`config.mk`:
```
export PLATFORM = sky130hd
export DESIGN_NAME = dac_sample_sequencer
export DESIGN_NICKNAME = d
export VERILOG_FILES = /design/src/rtl/dac_sample_sequencer.sv
export SDC_FILE = /design/constraint.sdc
export NUM_CORES = 1
export LEC_CHECK = 0
export BUFFER_PORTS_ARGS = -buffer_cell sky130_fd_sc_hd__buf_2
export CELL_PAD_IN_SITES_DETAIL_PLACEMENT = 0
export CELL_PAD_IN_SITES_GLOBAL_PLACEMENT = 2
export CORE_MARGIN = 4
export CORE_UTILIZATION = 39
export CTS_CLUSTER_DIAMETER = 30
export DETAILED_ROUTE_END_ITERATION = 10
export GPL_ROUTABILITY_DRIVEN = 0
export HOLD_SLACK_MARGIN = 0.1
export PLACE_DENSITY_LB_ADDON = 0.1
export REMOVE_ABC_BUFFERS = 1
export SYNTH_ARGS = -nofsm -noshare
export SYNTH_HDL_FRONTEND = slang
export SYNTH_SLANG_ARGS = --single-unit
```
`constraint.sdc`:
```
create_clock -name clk -period 3.62 [get_ports clk]
set_clock_uncertainty 0.1 [all_clocks]
set_input_delay 0.181 -clock clk [delete_from_list [all_inputs] [get_ports clk]]
set_output_delay 0.181 -clock clk [all_outputs]
set_load 0.01 [all_outputs]
```
`src/rtl/dac_sample_sequencer.sv`:
```
// -----------------------------------------------------------------------------
// dac_sample_sequencer
//
// Buffered sample path from the core to NUM_CH DAC channels. The core pushes
// tagged samples {channel, data} into a FIFO. A programmable rate counter
// produces pop opportunities ("ticks"). Each popped sample is written into the
// holding register of its channel one cycle later.
//
// Handshake (in_valid / in_ready): a sample is transferred on every rising
// clock edge where in_valid && in_ready are both high. in_ready depends only on
// registered occupancy (it is !full), never on in_valid. A pop in the same
// cycle does not make room for a push into a full FIFO.
//
// Ports:
//   clk         system clock
//   reset       asynchronous, active-high reset
//   in_data     sample value from the core
//   in_ch       target channel index of the sample
//   in_valid    sample valid
//   in_ready    FIFO can accept a sample (== !full)
//   enable      playback enable; the rate counter is held at 0 while low
//   div         rate divider; one tick every div+1 enabled cycles
//   clr_flags   clears the sticky flags (a set in the same cycle wins)
//   dac_out     channel holding registers, channel k at [k*DW +: DW]
//   dac_update  one-cycle strobe per channel when its register is written
//   fifo_level  current FIFO occupancy
//   underflow   sticky: a tick happened while the FIFO was empty
//   bad_ch      sticky: a popped sample carried a channel index >= NUM_CH
// -----------------------------------------------------------------------------
module dac_sample_sequencer #(
  parameter int DW     = 10,
  parameter int NUM_CH = 2,
  parameter int CHW    = 4,
  parameter int DEPTH  = 8,
  parameter int DIVW   = 16
) (
  input  logic                     clk,
  input  logic                     reset,
  input  logic [DW-1:0]            in_data,
  input  logic [CHW-1:0]           in_ch,
  input  logic                     in_valid,
  output logic                     in_ready,
  input  logic                     enable,
  input  logic [DIVW-1:0]          div,
  input  logic                     clr_flags,
  output logic [NUM_CH*DW-1:0]     dac_out,
  output logic [NUM_CH-1:0]        dac_update,
  output logic [$clog2(DEPTH):0]   fifo_level,
  output logic                     underflow,
  output logic                     bad_ch
);

  localparam int AW = $clog2(DEPTH);
  localparam int LW = AW + 1;
  localparam int EW = CHW + DW;

  // One extra bit so NUM_CH == 2**CHW still compares correctly.
  localparam logic [CHW:0]  CH_LIMIT  = (CHW+1)'(NUM_CH);
  localparam logic [LW-1:0] LEVEL_MAX = LW'(DEPTH);

  // ---------------------------------------------------------------------------
  // FIFO storage and control
  // ---------------------------------------------------------------------------
  logic [EW-1:0]   mem [DEPTH];
  logic [AW-1:0]   wr_ptr;
  logic [AW-1:0]   rd_ptr;

  logic            full;
  logic            empty;
  logic            push;
  logic            pop;
  logic            tick;

  logic [DIVW-1:0] cnt;

  // Pop stage: the entry taken from the FIFO, applied to the DACs next edge.
  logic            pop_valid;
  logic [CHW-1:0]  pop_ch;
  logic [DW-1:0]   pop_data;
  logic            pop_ch_ok;

  assign full      = (fifo_level == LEVEL_MAX);
  assign empty     = (fifo_level == '0);
  assign in_ready  = !full;
  assign push      = in_valid && in_ready;

  // Pop uses the registered level, so a sample pushed into an empty FIFO
  // becomes poppable only in the following cycle.
  assign tick      = enable && (cnt == div);
  assign pop       = tick && !empty;

  assign pop_ch_ok = ({1'b0, pop_ch} < CH_LIMIT);

  // Storage has no reset: contents are meaningless while fifo_level is 0.
  always_ff @(posedge clk) begin
    if (push) begin
      mem[wr_ptr] <= {in_ch, in_data};
    end
  end

  // Pointers wrap naturally because DEPTH is a power of two.
  always_ff @(posedge clk or posedge reset) begin
    if (reset) begin
      wr_ptr <= '0;
      rd_ptr <= '0;
    end else begin
      if (push) begin
        wr_ptr <= wr_ptr + 1'b1;
      end
      if (pop) begin
        rd_ptr <= rd_ptr + 1'b1;
      end
    end
  end

  always_ff @(posedge clk or posedge reset) begin
    if (reset) begin
      fifo_level <= '0;
    end else begin
      case ({push, pop})
        2'b10:   fifo_level <= fifo_level + 1'b1;
        2'b01:   fifo_level <= fifo_level - 1'b1;
        default: fifo_level <= fifo_level;
      endcase
    end
  end

  // ---------------------------------------------------------------------------
  // Rate counter. Held at 0 while disabled so the first tick after enable
  // arrives div+1 cycles later. A div lowered below cnt while running lets cnt
  // run up and wrap; software only changes div while disabled.
  // ---------------------------------------------------------------------------
  always_ff @(posedge clk or posedge reset) begin
    if (reset) begin
      cnt <= '0;
    end else if (!enable) begin
      cnt <= '0;
    end else if (tick) begin
      cnt <= '0;
    end else begin
      cnt <= cnt + 1'b1;
    end
  end

  // ---------------------------------------------------------------------------
  // Pop stage register
  // ---------------------------------------------------------------------------
  always_ff @(posedge clk or posedge reset) begin
    if (reset) begin
      pop_valid <= 1'b0;
      pop_ch    <= '0;
      pop_data  <= '0;
    end else begin
      pop_valid <= pop;
      if (pop) begin
        {pop_ch, pop_data} <= mem[rd_ptr];
      end
    end
  end

  // ---------------------------------------------------------------------------
  // Channel holding registers and update strobes. Only the addressed channel
  // changes; an out-of-range channel updates nothing.
  // ---------------------------------------------------------------------------
  always_ff @(posedge clk or posedge reset) begin
    if (reset) begin
      dac_out    <= '0;
      dac_update <= '0;
    end else begin
      dac_update <= '0;
      if (pop_valid && pop_ch_ok) begin
        for (int k = 0; k < NUM_CH; k++) begin
          if (pop_ch == CHW'(k)) begin
            dac_out[k*DW +: DW] <= pop_data;
            dac_update[k]       <= 1'b1;
          end
        end
      end
    end
  end

  // ---------------------------------------------------------------------------
  // Sticky flags: a set in the same cycle as clr_flags takes priority.
  // ---------------------------------------------------------------------------
  always_ff @(posedge clk or posedge reset) begin
    if (reset) begin
      underflow <= 1'b0;
    end else if (tick && empty) begin
      underflow <= 1'b1;
    end else if (clr_flags) begin
      underflow <= 1'b0;
    end
  end

  always_ff @(posedge clk or posedge reset) begin
    if (reset) begin
      bad_ch <= 1'b0;
    end else if (pop_valid && !pop_ch_ok) begin
      bad_ch <= 1'b1;
    end else if (clr_flags) begin
      bad_ch <= 1'b0;
    end
  end

endmodule

```
==> flow_summary.yaml <==
run_status:
  status: "complete, no violations"
worst_setup_path:
  crit_chain: "xnor2_1 > nand4_1 > or4_1 > nor4_1 > ha_1 > ha_1 > a21o_1 > a21oi_1 > xnor2_1 > nor2_1 > xor2_1"
  crit_path_start_kind: "flop"
  reg2reg_setup_slack_ps: 540
  required_ps: 3820
  r2r-end: "fifo_level[3]"
  worst_path_dominant_cell_family: "simple AND/OR/NAND/NOR gates"
  worstSetupPathType: "flop to flop"
  worstRegToRegCells: 11
  crit_cells: 11
  slowest_stage: "or4_1"
  r2r-start: "cnt[3]"
  end_kind: "flop"
  cp_max_fo: 6
  crit_path_start: "cnt[3]"
  worst-path-buf-inv: 0
  arrival_ps: 3270
  cp_slowest_stage_delay_ps: 550
synth:
  ys_ff_latch: 177
  synth-seq-area-share_pct: 69.3
  synthMuxAreaShare_pct: 17.2
  yosys.area_share.simple_pct: 5.82
  yosys_warnings: 0
  synth_area_leaders: "edfxtp_1 (47%), dfrtp_1 (23%), mux4_2 (8.8%), mux2_2 (5.8%), xnor2_1 (2.4%)"
  ys.flop_type: "edfxtp_1"
  yosys-top-cells-count: "edfxtp_1 (112), dfrtp_1 (65), mux2_2 (37)"
  async_flop_share_pct: 36.7
  synth_fa_ha_area_share_pct: 1.32
  synth.distinct_cells: 39
  synth_top_family_by_area: "multiplexers"
  synth_xor_area_share_pct: 3.65
  synth_largest_area_cell: "edfxtp_1"
  synth_compound_area_share_pct: 1.08
  syn_area_sq_um: 7200
  synth.top_cell.area_share_pct: 46.7
  netlist_instances: 416
  yosysMostFrequentCell: "edfxtp_1"
  avgSynthCellArea_sq_um: 17.3
  synth-edff-count: 112
timing:
  hold_violations: 0
  slew_violations: 0
  slew_headroom_pct: 42.1
  rsz0062_at_grt: "no"
  worstMarginPinSlew_ps: 865
  period_share_pct: 85.0
  fin_crit_ps: 3080
  fmax_ghz: 0.325
  setup-tns-final_ps: 0
  hold_ws_ps: 223
  setup_viol: 0
drt:
  final_antenna_net_count: 0
  drt-initial-drc-count: 155
  wire_per_inst_um: 18.4
  vias: 3709
  vias_per_cell: 4.89
  dr.pass1.iters: 4
  wl_mm: 13.9
  drcViolationCount: 0
die:
  initial_core_util_pct: 39.8
  fp.dieW_um: 144
  die_h_um: 144
  fp-row-count: 49
  core-area_sq_um: 18100
  ios: 64
  die-area_sq_um: 20700
final_layout:
  area_delta_synth_final_pct: 19.8
  drive_above_1_share_pct: 35.9
  fillCellCount: 1552
  multiInputGateArea_sq_um: 2120
  regArea_sq_um: 4990
  fin_nets: 558
  num_antenna_cells: 0
clocking:
  cts-buffers-inserted: 17
  post_cts_resized: 0
  cts.clk_slew.worst_paths_ps: 70
  clk_latency_ps: 420
  clockRootBuffer: "clkbuf_16"
  cts_tree: "done"
  htreeDepth: 4
  cts_setup_buffers: 0
  clock_sinks: 177
  clk_path_buf_depth: 2
power:
  p_leak_nw: 3.39
  peakVddDrop_uv: 343
  power_density_nw_per_um2: 551
hold_path:
  hp-class: "primary input to flop"
  min_to: "rd_ptr[2]"
  holdPathStages: 5
  worstHoldStart: "div[9]"
job:
  maxCapViolCount: 0
grt:
  grtUsageTotal_pct: 14.5
  grt_pass1_wl_mm: 22.2
  antenna_found_initial: 0
  first_global_vias: 3892
  overflow: 0
  grt_max_degree: 37
placed_design:
  port_buffers: 63
  hpwl_mm: 9.06
[worst max path at each step]
stage,to,slack (ps)
after floorplan,fifo_level[3],860
after global placement,fifo_level[3],560
after detailed placement,fifo_level[3],520
after CTS,fifo_level[3],500
after global routing,fifo_level[3],250
final,fifo_level[3],540
[report_power, final]
group	leakage, nW	internal (mW)	switching, mW
Sequential	1.91	2.39	0.104
Combinational	1.21	0.218	0.314
Clock	0.266	0.958	0.777
Total	3.39	3.56	1.20
[tightest hold or removal path, stage by stage]
cell     delay, ps
buf_2           90
xnor2_1         70
nand3_1        150
nor4_1          90
xor2_1         120
[flip-flops by register name, summed over array words and instances (netlist names)]
register	count
underflow	1
pop_ch	4
cnt	16
pop_data	10
dac_update	2
rd_ptr	3
dac_out	20
mem	112
fifo_level	4
pop_valid	1
wr_ptr	3
bad_ch	1
[through the flow]
| step | cell area [sq um] | instances | util (%) | total power [mW] | setup slack (ps) |
|---|---|---|---|---|---|
| floorplan | 7130 | 401 | - | 2.81 | 859 |
| finish | 8630 | 758 | 47.7 | 4.76 | 545 |
| global placement | 7870 | 706 | 43.5 | 3.05 | 559 |
| detailed placement | 7870 | 706 | 43.5 | 3.07 | 520 |
| global route | 8630 | 758 | 47.7 | 4.99 | 246 |
| CTS | 8630 | 758 | 47.7 | 4.83 | 499 |
[layout make-up]
class,instances,area share [%]
Inverter,12,0.522
Multi-Input combinational cell,212,24.6
Clock buffer,18,4.97
Clock inverter,14,1.52
Timing Repair Buffer,96,7.25
Tap cell,229,3.32
Sequential cell,177,57.8
[placed cells by master (no fill, tap or decap), types with 9 or more instances in the layout]
master	synthesis	final
nor2_1	27	24
nand2_1	15	15
mux2_2	37	37
mux2_4	9	9
dlygate4sd3_1	0	20
xor2_1	10	10
mux4_2	28	28
inv_1	12	11
clkbuf_16	0	17
edfxtp_1	112	112
buf_4	0	12
nand3_1	11	11
dfrtp_1	65	64
buf_2	1	63
xnor2_1	20	20
[kinds of logic (layout without fill, tap and decap cells)]
kind of cell,count (synthesis),after routing
AO/OA/AOI/OAI,11,11
XOR/XNOR,30,30
adder cells (fa/ha/maj),7,7
buffers and inverters,27,140
flip-flops,177,177
multiplexers,79,79
AND/OR/NAND/NOR,85,85
[metal layers]
layer | track usage (%) | share of wire, % | routed length, um | vias to the layer above
met2 | 22.8 | 47 | 6530 | 77
met5 | 0 | 0 | 0 | -
met1 | 20.0 | 48 | 6670 | 1846
met4 | 5.20 | 1.2 | 170 | 0
li1 | - | - | - | 1773
met3 | 3.23 | 4.0 | 562 | 13
[what timing repair did]
action                                  4_1_cts  5_1_grt
hold buffers                                 20        0
endpoints found under the setup margin        0        0
hold endpoints to repair                    153        0
No activity file was read; power rests on OpenSTA's default activity.
